`src/rtl/mem_req_pkg.sv`:
```
// Shared types and parameter defaults for the memory requester.
// The optional per-beat timeout is enabled by defining MEM_REQ_TIMEOUT_EN.
package mem_req_pkg;

    localparam int ADDR_W_DEF      = 16;
    localparam int DATA_W_DEF      = 16;
    localparam int TIMEOUT_CYC_DEF = 255;

    typedef enum logic [1:0] {
        ST_IDLE  = 2'd0,
        ST_SETUP = 2'd1,
        ST_WAIT  = 2'd2,
        ST_RESP  = 2'd3
    } req_state_e;

endpackage

```
`src/rtl/mem_req_watchdog.sv`:
```
// Per-beat WAIT-cycle counter: cleared in SETUP, counts in WAIT, flags expiry
// on the TIMEOUT_CYC-th WAIT cycle. Only instantiated with MEM_REQ_TIMEOUT_EN.
module mem_req_watchdog
    import mem_req_pkg::*;
#(
    parameter int TIMEOUT_CYC = TIMEOUT_CYC_DEF
) (
    input  logic clk,
    input  logic rst_n,
    input  logic clr,
    input  logic en,
    output logic expired
);

    localparam int CW = $clog2(TIMEOUT_CYC + 1);

    logic [CW-1:0] cnt_q, cnt_d;

    // cnt_q holds the number of WAIT cycles already completed for this beat
    assign expired = en && (cnt_q == CW'(TIMEOUT_CYC - 1));

    always_comb begin
        cnt_d = cnt_q;
        if (clr) begin
            cnt_d = '0;
        end else if (en && !expired) begin
            cnt_d = cnt_q + 1'b1;
        end
    end

    always_ff @(posedge clk or negedge rst_n) begin
        if (!rst_n) begin
            cnt_q <= '0;
        end else begin
            cnt_q <= cnt_d;
        end
    end

endmodule

```
`src/rtl/mem_requester.sv`:
```
// Single-port memory requester: accepts core read bursts / single writes and
// sequences SETUP/WAIT/RESP per beat. Optional timeout via MEM_REQ_TIMEOUT_EN.
module mem_requester
    import mem_req_pkg::*;
#(
    parameter int ADDR_W      = ADDR_W_DEF,
    parameter int DATA_W      = DATA_W_DEF,
    parameter int TIMEOUT_CYC = TIMEOUT_CYC_DEF
) (
    input  logic              clk,
    input  logic              rst_n,
    input  logic              req_valid,
    output logic              req_ready,
    input  logic              req_we,
    input  logic [ADDR_W-1:0] req_addr,
    input  logic [DATA_W-1:0] req_wdata,
    input  logic [7:0]        req_len,
    output logic              rsp_valid,
    output logic [DATA_W-1:0] rsp_rdata,
    output logic              rsp_last,
    output logic              rsp_err,
    output logic              memory_w,
    output logic [ADDR_W-1:0] addr,
    output logic [DATA_W-1:0] i0,
    input  logic [DATA_W-1:0] o0,
    input  logic              memory_ready
);

    req_state_e        state_q, state_d;
    logic [ADDR_W-1:0] addr_q, addr_d;
    logic [DATA_W-1:0] i0_q, i0_d;
    logic [DATA_W-1:0] rdata_q, rdata_d;
    logic [7:0]        cnt_q, cnt_d;
    logic              we_q, we_d;
    logic              err_q, err_d;
    logic              wd_expired;

`ifdef MEM_REQ_TIMEOUT_EN
    mem_req_watchdog #(
        .TIMEOUT_CYC (TIMEOUT_CYC)
    ) u_watchdog (
        .clk     (clk),
        .rst_n   (rst_n),
        .clr     (state_q == ST_SETUP),
        .en      (state_q == ST_WAIT),
        .expired (wd_expired)
    );
`else
    // No timeout: WAIT lasts until memory_ready, however long that takes
    assign wd_expired = 1'b0 && (TIMEOUT_CYC != 0);
`endif

    assign req_ready = (state_q == ST_IDLE);
    assign rsp_valid = (state_q == ST_RESP);
    assign rsp_last  = (state_q == ST_RESP) && ((cnt_q == 8'd0) || err_q);
    assign rsp_err   = (state_q == ST_RESP) && err_q;
    assign rsp_rdata = rdata_q;
    assign memory_w  = we_q;
    assign addr      = addr_q;
    assign i0        = i0_q;

    always_comb begin
        state_d = state_q;
        addr_d  = addr_q;
        i0_d    = i0_q;
        rdata_d = rdata_q;
        cnt_d   = cnt_q;
        we_d    = we_q;
        err_d   = err_q;
        unique case (state_q)
            ST_IDLE: begin
                if (req_valid) begin
                    addr_d  = req_addr;
                    i0_d    = req_wdata;
                    we_d    = req_we;
                    cnt_d   = req_we ? 8'd0 : req_len;
                    err_d   = 1'b0;
                    state_d = ST_SETUP;
                end
            end
            ST_SETUP: state_d = ST_WAIT;
            ST_WAIT: begin
                // memory_ready wins over a timeout landing on the same cycle
                if (memory_ready) begin
                    rdata_d = o0;
                    err_d   = 1'b0;
                    state_d = ST_RESP;
                end else if (wd_expired) begin
                    err_d   = 1'b1;
                    state_d = ST_RESP;
                end
            end
            ST_RESP: begin
                if ((cnt_q == 8'd0) || err_q) begin
                    we_d    = 1'b0;
                    cnt_d   = 8'd0;
                    err_d   = 1'b0;
                    state_d = ST_IDLE;
                end else begin
                    cnt_d   = cnt_q - 8'd1;
                    addr_d  = addr_q + 1'b1;
                    state_d = ST_SETUP;
                end
            end
            default: state_d = ST_IDLE;
        endcase
    end

    always_ff @(posedge clk or negedge rst_n) begin
        if (!rst_n) begin
            state_q <= ST_IDLE;
            addr_q  <= '0;
            i0_q    <= '0;
            rdata_q <= '0;
            cnt_q   <= 8'd0;
            we_q    <= 1'b0;
            err_q   <= 1'b0;
        end else begin
            state_q <= state_d;
            addr_q  <= addr_d;
            i0_q    <= i0_d;
            rdata_q <= rdata_d;
            cnt_q   <= cnt_d;
            we_q    <= we_d;
            err_q   <= err_d;
        end
    end

endmodule

```
`config.mk`:
```
export PLATFORM = sky130hd
export DESIGN_NAME = mem_requester
export DESIGN_NICKNAME = d
export VERILOG_FILES = /design/src/rtl/mem_req_pkg.sv /design/src/rtl/mem_req_watchdog.sv /design/src/rtl/mem_requester.sv
export SDC_FILE = /design/constraint.sdc
export NUM_CORES = 1
export LEC_CHECK = 0
export ABC_AREA = 1
export ABC_CLOCK_PERIOD_IN_PS = 1500
export BUFFER_PORTS_ARGS = -buffer_cell sky130_fd_sc_hd__clkbuf_2
export CAP_MARGIN = 25
export CORE_MARGIN = 2
export CORE_UTILIZATION = 45
export CTS_CLUSTER_DIAMETER = 40
export DETAILED_ROUTE_END_ITERATION = 8
export PLACE_DENSITY = 0.78
export SETUP_SLACK_MARGIN = 0.5
export SLEW_MARGIN = 5
export SYNTH_ARGS = -nofsm -noshare
export SYNTH_HDL_FRONTEND = slang
export SYNTH_HIERARCHICAL = 1
export SYNTH_SLANG_ARGS = --single-unit
```
`constraint.sdc`:
```
create_clock -name clk -period 1.5 [get_ports clk]
set_input_delay 0.45 -clock clk [delete_from_list [all_inputs] [get_ports clk]]
set_output_delay 0.45 -clock clk [all_outputs]
set_load 0.005 [all_outputs]
```
Word level (Yosys, flattened, before mapping)

Cells that the tools add are included.

Flip-flop bits (word level): 60
Latch bits: 0
Bits in writable memories: 0
Memory bits (read-only): 0
Output and inout bits: 53
Logic and storage cells: 47
Memories: 0

Add/sub/neg operators: 2
Multiply operators: 0
Div/mod/pow operators: 0
Magnitude comparators: 0
Eq/ne operators: 7
Shift-type cells: 0
Muxes and demuxes: 17
Bitwise operators: 0
Reduce and logical (&&, ||, !) cells: 14

Operators by type and width:

| operator                                              | number |
|---|---|
| 2-to-1 mux 16 bit                                     | 2 |
| case mux 16 bit (2 select lines)                      | 1 |
| 2-to-1 mux 8 bit                                      | 3 |
| adder 16 x 1 -> 16 bit, second input constant         | 1 |
| case mux 8 bit (2 select lines)                       | 1 |
| logical NOT 8 bit                                     | 1 |
| case mux 2 bit (4 select lines)                       | 1 |
| AND reduction 2 bit                                   | 4 |
| subtractor 8 x 1 -> 8 bit, second input constant      | 1 |
| inequality test 2 bit, second input constant          | 3 |
| AND reduction 3 bit                                   | 2 |
| 2-to-1 mux 1 bit                                      | 5 |
| equality test 2 bit, second input constant            | 2 |
| 2-to-1 mux 2 bit                                      | 2 |
| AND reduction 4 bit                                   | 1 |
| case mux 1 bit (3 select lines)                       | 1 |
| nonzero test 3 bit                                    | 1 |
| equality test 2 x 1 -> 1 bit, second input constant   | 1 |
| logical AND 1 bit                                     | 2 |
| logical NOT 2 bit                                     | 1 |
| inequality test 2 x 1 -> 1 bit, second input constant | 1 |
| case mux 1 bit (2 select lines)                       | 1 |
| nonzero test 2 bit                                    | 1 |
| logical OR 1 bit                                      | 1 |

Longest topological paths before layout

Gate-level depths: netlist of run 1.

Word-level depth: 4
Depth in mapped cells: 10

Least setup slack after synthesis of run 1

OpenSTA, ideal clock, no wires.

Path kind: flip-flop to flip-flop
From: register state_q[0]
To: register cnt_q[5]
Arrival time: 1.455 ns
Path slack: -0.072 ns
Stages on the path, launching flop included: 9
Period minus slack after synthesis: 1.572 ns
Cell sequence: dfrtp_1 > inv_1 > ha_1 > nand2_1 > o21ai_2 > buf_4 > nand3_1 > nand3_1 > nand2_1

Cells in the longest elaborated chain, start to end: 3
Elaborated cells between the ends (all ways): 6
Classes of those cells: eq/ne (2); mux (1); reduce/logical (3)

RTL lines:

| element                                                                      | line                 | text |
|---|---|---|
| from (decl)                                                                  | mem_requester.sv:29  | `req_state_e state_q, state_d;` |
| from (signal assigned)                                                       | mem_requester.sv:119 | `state_q <= state_d;` |
| logical NOT 2 bit *                                                          | --                   |  |
| via req_ready                                                                | mem_requester.sv:13  | `output logic req_ready,` |
| inequality test 2 bit (no line) / nonzero test 2 bit (equally long branches) | --                   |  |
| AND reduction 2 bit (no line)                                                | --                   |  |
| to (signal assigned)                                                         | mem_requester.sv:123 | `cnt_q <= cnt_d;` |
| to (decl)                                                                    | mem_requester.sv:33  | `logic [7:0] cnt_q, cnt_d;` |

The timed path passes the listed nets; every way through them passes the cells marked *.
A chain may end at the register's enable or synchronous reset.

Worst setup path in the final report of run 1

From: register cnt_q[0]
To: output port rsp_last

Cells in the longest elaborated chain, start to end: 3

RTL lines:

| element           | line                | text |
|---|---|---|
| logical NOT 8 bit | mem_requester.sv:55 | `assign rsp_last = (state_q == ST_RESP) && ((cnt_q == 8'd0) \|\| err_q);` |
| logical OR 1 bit  | mem_requester.sv:55 |  |
| logical AND 1 bit | mem_requester.sv:55 |  |
| to (decl)         | mem_requester.sv:20 | `output logic rsp_last,` |

Every way passes these cells.

==> results of run 1 <==
metal layers:
| metal | up-vias | track usage |
|---|---|---|
| met3 | 36 | 0.0692 |
| met2 | 155 | 0.489 |
| met5 | - | 0 |
| met1 | 1760 | 0.314 |
| met4 | 0 | 0.0727 |
| li1 | 1719 | - |
worst paths after layout:
| kind | to | slack (ns) | depth (start not counted) |
|---|---|---|---|
| setup reg to reg | cnt_q[5]$_DFFE_PN0P_ | -0.26 | 12 |
| setup / recovery | rsp_last | -0.32 | 7 |
| hold reg to reg | i0[13]$_DFFE_PN0P_ | 0.48 | 2 |
| max in group asynchronous | addr[11]$_DFFE_PN0P_ | 1.11 | 2 |
| hold / removal | addr[10]$_DFFE_PN0P_ | 0.10 | 2 |
| min in group clk | i0[5]$_DFFE_PN0P_ | 0.32 | 3 |
flip-flops by register name, summed over array words and instances, names as in the netlist:
register and count:
state_q 2, rsp_rdata 16, addr 16, cnt_q 8, memory_w 1, i0 16
logic make-up after synthesis:
| group | synth area share |
|---|---|
| buffers and inverters | 0.0685 |
| other | 0.00120 |
| AND/OR/NAND/NOR | 0.326 |
| AO/OA/AOI/OAI | 0.0488 |
| flip-flops | 0.472 |
| adder cells (fa/ha/maj) | 0.0200 |
| multiplexers | 0.0576 |
| XOR/XNOR | 0.00561 |
cells in the mapped netlist, types with 5 or more instances:
master,instances
sky130_fd_sc_hd__mux2_2,16
sky130_fd_sc_hd__nand2_1,170
sky130_fd_sc_hd__nand4_1,6
sky130_fd_sc_hd__o21ai_0,20
sky130_fd_sc_hd__dfrtp_1,59
sky130_fd_sc_hd__nand3_1,26
sky130_fd_sc_hd__ha_1,5
sky130_fd_sc_hd__inv_1,38
sky130_fd_sc_hd__nor2_1,47
metrics by stage:
step	setup slack, ns	area [um2]	util	power, mW
final	-0.320	5450	0.807	12.8
after global routing	-0.406	5450	0.807	13.5
after CTS	-0.299	5090	0.753	11.4
after detailed placement	-0.0853	4050	0.600	7.46
after global placement	-0.0192	4050	0.600	7.29
after floorplan	0.104	3310	-	5.84
critical path: cells and delay by family, from the launching register on:
kind	cells	cell delay [ns]
adder cells (fa/ha/maj)	1	0.14
buffers and inverters	3	0.23
flip-flops	1	0.40
AND/OR/NAND/NOR	3	0.24
where the power goes:
part	total (mW)	switching (mW)	internal, mW	leakage (nW)
registers	2.97	0.584	2.38	0.721
logic	8.11	4.06	4.05	2.10
clock network	1.67	0.650	1.02	0.113
total	12.8	5.30	7.46	2.93
what timing repair did:
item                                    CTS  global route
gates cloned                              6             0
endpoints found under the setup margin  111           111
buffers inserted                         47            19
endpoints found under the hold margin     0             0
resized for setup                        88            80
pin swaps                                35            30
layout make-up:
cell class,instances,area [um2]
clock inverter,4,72.6
multi-input combinational,308,1990
timing repair buffer,200,1440
sequential,59,1480
tap,80,100
clock buffer,12,155
timing repair inverter,2,27.5
inverter,41,184
fill,425,1300
==> impl_metrics.tcl, run 1 <==
set metrics [dict create \
    result_of_the_run "finished, violations left" \
    failed_checks "negative setup slack" \
    h-tree-depth 3 \
    cts_inserted_buffers 9 \
    layout_common_cells "111 x sky130_fd_sc_hd__nand2_1, 92 x sky130_fd_sc_hd__clkbuf_2, 66 x sky130_fd_sc_hd__buf_4" \
    post_route_worst_setup_slack_ns -0.320 \
    io_pins 114 \
    worstPathMaxFanout 2 \
    synth_enable_flop_cells 0 \
    gr-usage-all-layers 0.270 \
    routed_wire_length_per_instance_um 15.7 \
    syn-instance-count 416 \
    buffer_ports.inserted 112 \
    yosysSeqAreaShare 0.472 \
    yosysTopAreaCellShare 0.472 \
    worstSkewPairLatency_ns 0.34 \
    finalSetupTns_ns -5.81 \
    cts_sinks 59 \
    antenna_violations_before_repair 0 \
    n_antenna_cell 0 \
    initial_core_util 0.463 \
    instances_no_fill 706 \
    report.final.slew_viol_count 0 \
    grt_setup_unrepaired "yes" \
    cts.reportedPaths.clkPinSlew_ns 0.07 \
    clock_tree_from_tritoncts "yes" \
    hold_slack_ns 0.105 \
    cp_cell_sequence "inv_2 > ha_4 > nand3_4 > nor2_2 > nand2_1 > inv_1 > clkbuf_2" \
    met3_length_um 673 \
    core_um2 6760 \
    post_synth.cell_area_avg_um2 7.51 \
    timing.critical_path.slowest_cell_delay_ns 0.40 \
    regToRegStartpoint "cnt_q[0]$_DFFE_PN0P_" \
    layout_cells_sized_above_1 0.546 \
    layout.nets 687 \
    route.antenna.remaining_nets 0 \
    dp.cells 618 \
    gp_routability_congestion 0.929 \
    worstSetupEndpointType "primary output" \
    routed.top_layer "met4" \
    worstPathRequired_ns 1.05 \
    wl_met1_um 4330 \
    hold_violations 0 \
    drt_first_pass_iters 4 \
    post_cts_hold_buffers 0 \
    vias_per_cell 5.20 \
    wire_length_of_the_first_global_routing_pass_um 16100 \
    synthesis.yosys.warnings 6 \
    synth.lib_cells_used.distinct 26 \
    power_per_cell_area_nw_per_um2 2340 \
    cts_buffer_depth 2 \
    postSynthNetCount 482 \
    final_common_cell "sky130_fd_sc_hd__nand2_1" \
    path_class "reg -> out" \
    pin_count_of_the_biggest_net_entering_global_routing 60 \
    synth_flop_cell "sky130_fd_sc_hd__dfrtp_1" \
    clock_tree.root_cell "sky130_fd_sc_hd__clkbuf_8" \
    drt_first_iter_violations 172 \
    min-delay-path-class "in -> async" \
    ys_async_sr_fraction 1.00 \
    dpl.hpwl_um 5920 \
    route.final.wire_length_um 11100 \
    irDropWorstVdd_uv 1570 \
    timing.critical_path.arrival_ns 1.37 \
    design.die.area_um2 7630 \
    synth_area_um2 3130 \
    worst_clock_skew_ns 0.0114 \
    detail_route.drc_violations 0 \
    fmax_ghz 0.550 \
    grt_pass1_vias 3575 \
    worstSetupStartpoint "cnt_q[0]$_DFFE_PN0P_" \
    die_w_um 87.3 \
    timing.final.setup_violations 61 \
    area_delta_synth_final_pct 74.5 \
    detailroute.wirelength.met2_um 5740 \
    critical_path.startpoint_type "flop" \
    total_via_count_in_the_routed_design 3670 \
    std_cell_rows 30 \
    timing.max_cap.violations 0 \
    die_h_um 87.3 \
    globalRouteOverflowTotal 0 \
    yosysTopAreaCell "sky130_fd_sc_hd__dfrtp_1" \
    leakagePower_nw 2.93 \
    period_share 1.21 \
    final_period_demand_of_the_worst_path_ns 1.82 \
    slowest_stage "sky130_fd_sc_hd__dfrtp_1" \
    postSynthRegisterBits 59 \
    post_synth_main_area_contributors "sky130_fd_sc_hd__dfrtp_1 47%, sky130_fd_sc_hd__nand2_1 20%, sky130_fd_sc_hd__mux2_2 5.8%" \
]
Note: power is estimated with default switching activity, not from simulation.
==> run 2: changes to the inputs <==
- CORE_MARGIN: 2 -> unset
==> run 2 against run 1 <==
Compared with the run above:
- largest cell class unchanged
- first-iteration DRC count rose by 9.9%
- worst setup slack got worse by 0.028 ns
- via count fell by 0.54%
- the run still ends with negative setup slack left
==> impl_metrics.tcl, run 2 (synthesized netlist as in run 1, its figures left out) <==
set metrics [dict create \
    power_per_cell_area_nw_per_um2 2300 \
    gp_routability_congestion 0.863 \
    irDropWorstVdd_uv 1540 \
    crit_path_frequent_cell "sky130_fd_sc_hd__inv_2" \
    cts_buffer_depth 2 \
    worstSkewPairLatency_ns 0.34 \
    cp_cell_sequence "inv_2 > ha_4 > nand3_4 > nor2_4 > nand2_2 > inv_2 > clkbuf_2" \
    post_cts_hold_buffers 0 \
    layout_cells_sized_above_1 0.523 \
    n_antenna_cell 0 \
    grt_pass1_vias 3509 \
    io_pins 114 \
    worst_clock_skew_ns 0.00961 \
    drt_first_pass_iters 7 \
    worst-path-buf-inv 3 \
    dpl.hpwl_um 5800 \
    die_w_um 85.3 \
    path_class "reg -> out" \
    gr-usage-all-layers 0.280 \
    detail_route.drc_violations 0 \
    area.sequential_um2 1490 \
    finalInstanceArea_um2 5320 \
    layout_common_cells "130 x sky130_fd_sc_hd__nand2_1, 98 x sky130_fd_sc_hd__clkbuf_2, 60 x sky130_fd_sc_hd__buf_4" \
    worstPathMaxFanout 2 \
    worstSetupEndpointType "primary output" \
    finalSetupTns_ns -3.32 \
    pin_count_of_the_biggest_net_entering_global_routing 28 \
    route.final.wire_length_um 10600 \
    timing.critical_path.arrival_ns 1.40 \
    placed_cell_area_um2 4080 \
    grt_setup_unrepaired "yes" \
    multiInputGateArea_um2 1870 \
    leakagePower_nw 2.90 \
    die_h_um 85.3 \
    routed_wire_length_per_instance_um 15.1 \
    clock_tree.root_cell "sky130_fd_sc_hd__clkbuf_8" \
    clock_tree_from_tritoncts "yes" \
    cts_inserted_buffers 9 \
    final_period_demand_of_the_worst_path_ns 1.85 \
    globalRouteOverflowTotal 0 \
    h-tree-depth 3 \
    critical_path.startpoint_type "flop" \
    period_share 1.23 \
    timing.critical_path.slowest_cell_delay_ns 0.39 \
    std_cell_rows 30 \
    min-delay-path-class "in -> async" \
    post_route_worst_setup_slack_ns -0.348 \
    hold_slack_ns 0.0338 \
    failed_checks "negative setup slack" \
    cts_sinks 59 \
    vias_per_cell 5.19 \
    layout.nets 685 \
    cts.reportedPaths.clkPinSlew_ns 0.07 \
    buffer_ports.inserted 112 \
    fmax_ghz 0.541 \
    fillerInstances 433 \
    initial_core_util 0.463 \
    area_delta_synth_final_pct 70.2 \
    core_um2 6760 \
    antenna_violations_before_repair 0 \
    cell_class_contributing_the_biggest_share_of_worst_path_delay "flip-flops" \
    timing.max_cap.violations 0 \
    total_via_count_in_the_routed_design 3650 \
    wire_length_of_the_first_global_routing_pass_um 15800 \
    postLayoutCoreUtil 0.787 \
    drt_first_iter_violations 189 \
    worstPathRequired_ns 1.05 \
    timing.final.setup_violations 46 \
    slowest_stage "sky130_fd_sc_hd__dfrtp_1" \
    hold_violations 0 \
    final_common_cell "sky130_fd_sc_hd__nand2_1" \
    route.antenna.remaining_nets 0 \
    result_of_the_run "finished, violations left" \
    design.die.area_um2 7280 \
    report.final.slew_viol_count 0 \
]
run 2: power by group:
group,switching [mW],leakage (nW),total [mW],internal [mW]
logic,3.82,2.07,7.64,3.82
registers,0.571,0.718,2.96,2.39
clock network,0.640,0.115,1.66,1.02
run 2: per-stage QoR:
| step | std cells | total power [mW] | setup WS, ns |
|---|---|---|---|
| 2_1_floorplan | 416 | 5.84 | 0.104 |
| 3_3_place_gp | 620 | 7.26 | 0.0180 |
| 3_5_place_dp | 620 | 7.45 | -0.0276 |
| 4_1_cts | 681 | 11.2 | -0.310 |
| 5_1_grt | 703 | 13.0 | -0.399 |
| 6_report | 703 | 12.3 | -0.348 |
run 2: layout make-up:
| type | count | share of cell area |
|---|---|---|
| Timing Repair Buffer | 198 | 0.268 |
| Inverter | 41 | 0.0346 |
| Timing Repair inverter | 2 | 0.00517 |
| Tap cell | 80 | 0.0188 |
| Multi-Input combinational cell | 308 | 0.352 |
| Clock buffer | 11 | 0.0285 |
| Clock inverter | 4 | 0.0139 |
| Sequential cell | 59 | 0.280 |
run 2: final timing paths:
kind | end | depth (start not counted) | slack [ns] | from
max | rsp_last | 7 | -0.35 | cnt_q[1]$_DFFE_PN0P_
min in group clk | i0[8]$_DFFE_PN0P_ | 3 | 0.31 | req_wdata[8]
min reg2reg | i0[5]$_DFFE_PN0P_ | 2 | 0.49 | i0[5]$_DFFE_PN0P_
max reg2reg | cnt_q[6]$_DFFE_PN0P_ | 11 | -0.20 | cnt_q[1]$_DFFE_PN0P_
min | addr[13]$_DFFE_PN0P_ | 1 | 0.03 | rst_n
max in group asynchronous | state_q[0]$_DFFE_PN0P_ | 2 | 0.98 | rst_n
run 2: what timing repair did:
action | in CTS | in global routing
cloned | 6 | 0
endpoints found under the setup margin | 111 | 111
pin swaps | 33 | 22
buffers inserted | 40 | 22
gates resized for setup | 96 | 44
run 2: worst reg2reg max path, stage by stage (launching register included):
cell and delay (ns):
sky130_fd_sc_hd__dfrtp_1 0.39, sky130_fd_sc_hd__inv_2 0.09, sky130_fd_sc_hd__ha_4 0.16, sky130_fd_sc_hd__buf_4 0.11, sky130_fd_sc_hd__buf_6 0.10, sky130_fd_sc_hd__nand2_4 0.06, sky130_fd_sc_hd__nor2_4 0.13, sky130_fd_sc_hd__nand2_4 0.08
sky130_fd_sc_hd__nand2_8 0.14, sky130_fd_sc_hd__nor2_1 0.07, sky130_fd_sc_hd__o21bai_1 0.16, sky130_fd_sc_hd__nand2_1 0.08
run 2: routing by layer:
layer  GRT usage  up-vias  share of wire
met5           0        -              0
met4       0.124        0          0.040
met3      0.0535       48          0.056
met2       0.511      170           0.51
met1       0.317     1716           0.39
li1            -     1716              -
==> run 3: changes to the inputs <==
- HOLD_SLACK_MARGIN: unset -> 0.1
- REMOVE_ABC_BUFFERS: unset -> 1
==> run 3 against run 2 <==
Compared with the run above:
- the run still ends with negative setup slack left
- clock skew increased by 0.0033 ns
- maximum frequency decreased by 0.70%
- via count increased by 6.7%
- core utilization increased by 2.7 points
- design area increased by 3.4%
- die area unchanged
- clock-buffer cell count decreased by 1
- wire length increased by 13%
- first-iteration DRC count increased by 100%
- critical endpoint is now addr[4]$_DFFE_PN0P_
- power increased by 8.0%
==> impl_metrics.tcl, run 3 (synthesized netlist as in run 1, its figures left out) <==
set metrics [dict create \
    result_of_the_run "finished, violations left" \
    failed_checks "negative setup slack" \
    timing.critical_path.arrival_ns 2.08 \
    final_common_cell "sky130_fd_sc_hd__nand2_1" \
    grt_setup_unrepaired "yes" \
    globalRouteOverflowTotal 0 \
    p_int_mw 7.85 \
    initial_core_util 0.463 \
    share_comb_of_total_power 0.649 \
    period_share 1.24 \
    timing.final.setup_violations 45 \
    worstSetupEndpointType "flop" \
    post_cts_hold_buffers 0 \
    fmax_ghz 0.537 \
    netSwitchingPower_mw 5.39 \
    worstPathMaxFanout 5 \
    leakagePower_nw 3.07 \
    reg2reg_slack_ns -0.36 \
    route.antenna.remaining_nets 0 \
    io_pins 114 \
    sw_frac_of_total 0.407 \
    drt_first_iter_violations 380 \
    detail_route.drc_violations 0 \
    cts_buffer_depth 2 \
    timing.max_cap.violations 0 \
    worstSkewPairLatency_ns 0.34 \
    fillerInstances 408 \
    layout.nets 701 \
    cts_inserted_buffers 9 \
    pin_count_of_the_biggest_net_entering_global_routing 60 \
    total_power_mw 13.2 \
    vias_per_cell 5.41 \
    wire_length_of_the_first_global_routing_pass_um 16700 \
    clock_power_share 0.125 \
    worst_clock_skew_ns 0.0129 \
    dpl.hpwl_um 5540 \
    layout_cells_sized_above_1 0.539 \
    hold_slack_ns 0.119 \
    h-tree-depth 3 \
    total_via_count_in_the_routed_design 3896 \
    core_um2 6760 \
    die_h_um 85.3 \
    min-delay-path-class "in -> async" \
    path_class "reg -> reg" \
    report.final.slew_viol_count 0 \
    n_antenna_cell 0 \
    gp_routability_congestion 0.884 \
    dp_slack_ns -0.0954 \
    irDropWorstVdd_uv 1170 \
    design.die.area_um2 7280 \
    drt_first_pass_iters 8 \
    grt_pass1_vias 3538 \
    seq_power_share 0.226 \
    critical_path.startpoint_type "flop" \
    die_w_um 85.3 \
    std_cell_rows 30 \
    routed_wire_length_per_instance_um 16.6 \
    power_per_cell_area_nw_per_um2 2410 \
    final_period_demand_of_the_worst_path_ns 1.86 \
    postLayoutCoreUtil 0.814 \
    layout_common_cells "111 x sky130_fd_sc_hd__nand2_1, 103 x sky130_fd_sc_hd__clkbuf_2, 76 x sky130_fd_sc_hd__buf_4" \
    clock_tree_from_tritoncts "yes" \
    finalSetupTns_ns -9.73 \
    post_route_worst_setup_slack_ns -0.361 \
    cts_sinks 59 \
    route.final.wire_length_um 12000 \
    antenna_violations_before_repair 0 \
    area_delta_synth_final_pct 76.0 \
    worstPathRequired_ns 1.72 \
    buffer_ports.inserted 112 \
    cts.reportedPaths.clkPinSlew_ns 0.08 \
    hold_violations 0 \
    gr-usage-all-layers 0.298 \
    clock_tree.root_cell "sky130_fd_sc_hd__clkbuf_8" \
]
==> run 3: worst paths after layout <==
| path | endpoint | start | cells past startpoint |
|---|---|---|---|
| max in group asynchronous | addr[6]$_DFFE_PN0P_ | rst_n | 2 |
| hold / removal | i0[5]$_DFFE_PN0P_ | rst_n | 2 |
| min in group clk | i0[4]$_DFFE_PN0P_ | req_wdata[4] | 3 |
| setup / recovery | addr[4]$_DFFE_PN0P_ | cnt_q[5]$_DFFE_PN0P_ | 13 |
| setup reg to reg | addr[4]$_DFFE_PN0P_ | cnt_q[5]$_DFFE_PN0P_ | 13 |
| hold reg to reg | i0[10]$_DFFE_PN0P_ | i0[10]$_DFFE_PN0P_ | 2 |
==> run 3: power by group through the flow <==
stage	clock network [mW]	registers, mW	logic [mW]
6_report	1.65	2.99	8.60
5_1_grt	1.73	3.05	9.15
4_1_cts	1.65	2.90	6.80
3_5_place_dp	0	2.97	4.45
3_3_place_gp	0	2.95	4.31
2_1_floorplan	0	2.93	2.35
==> run 3: timing repair <==
item / 4_1_cts / 5_1_grt
cloned: 6 / 0
gates resized for setup: 122 / 65
setup buffers: 41 / 27
endpoints found under the setup margin: 111 / 111
pin swaps: 22 / 22
endpoints found under the hold margin: 0 / 0
==> run 3: stage by stage <==
step / cells / area (um2)
2_1_floorplan: 406 / 3070
3_3_place_gp: 630 / 4020
3_5_place_dp: 630 / 4020
4_1_cts: 693 / 5030
5_1_grt: 720 / 5500
6_report: 720 / 5500
==> run 3: worst max-delay path, cell delays in order (launching register included) <==
cell and delay (ns):
sky130_fd_sc_hd__dfrtp_1 0.41, sky130_fd_sc_hd__nor2_2 0.16, sky130_fd_sc_hd__nand3_2 0.12, sky130_fd_sc_hd__nor2_4 0.13
sky130_fd_sc_hd__nand2_2 0.08, sky130_fd_sc_hd__buf_6 0.12, sky130_fd_sc_hd__buf_6 0.10, sky130_fd_sc_hd__buf_6 0.11
sky130_fd_sc_hd__nand2_8 0.09, sky130_fd_sc_hd__buf_12 0.13, sky130_fd_sc_hd__buf_12 0.11, sky130_fd_sc_hd__clkinv_8 0.07
sky130_fd_sc_hd__nand2_2 0.06, sky130_fd_sc_hd__o21ai_1 0.06
==> run 3: final cells by class <==
type | instances | area (um2) | area share
Inverter | 41 | 179 | 0.0325
Timing Repair Buffer | 217 | 1640 | 0.299
Clock inverter | 6 | 88.8 | 0.0162
Sequential cell | 59 | 1490 | 0.270
Tap cell | 80 | 100 | 0.0182
Clock buffer | 10 | 128 | 0.0232
Timing Repair inverter | 1 | 6.26 | 0.00114
Multi-Input combinational cell | 306 | 1870 | 0.340
==> run 3: per-layer routing <==
layer | track usage | share of wire
met5 | 0 | 0
met2 | 0.492 | 0.48
met3 | 0.0486 | 0.082
met4 | 0.177 | 0.057
met1 | 0.368 | 0.38
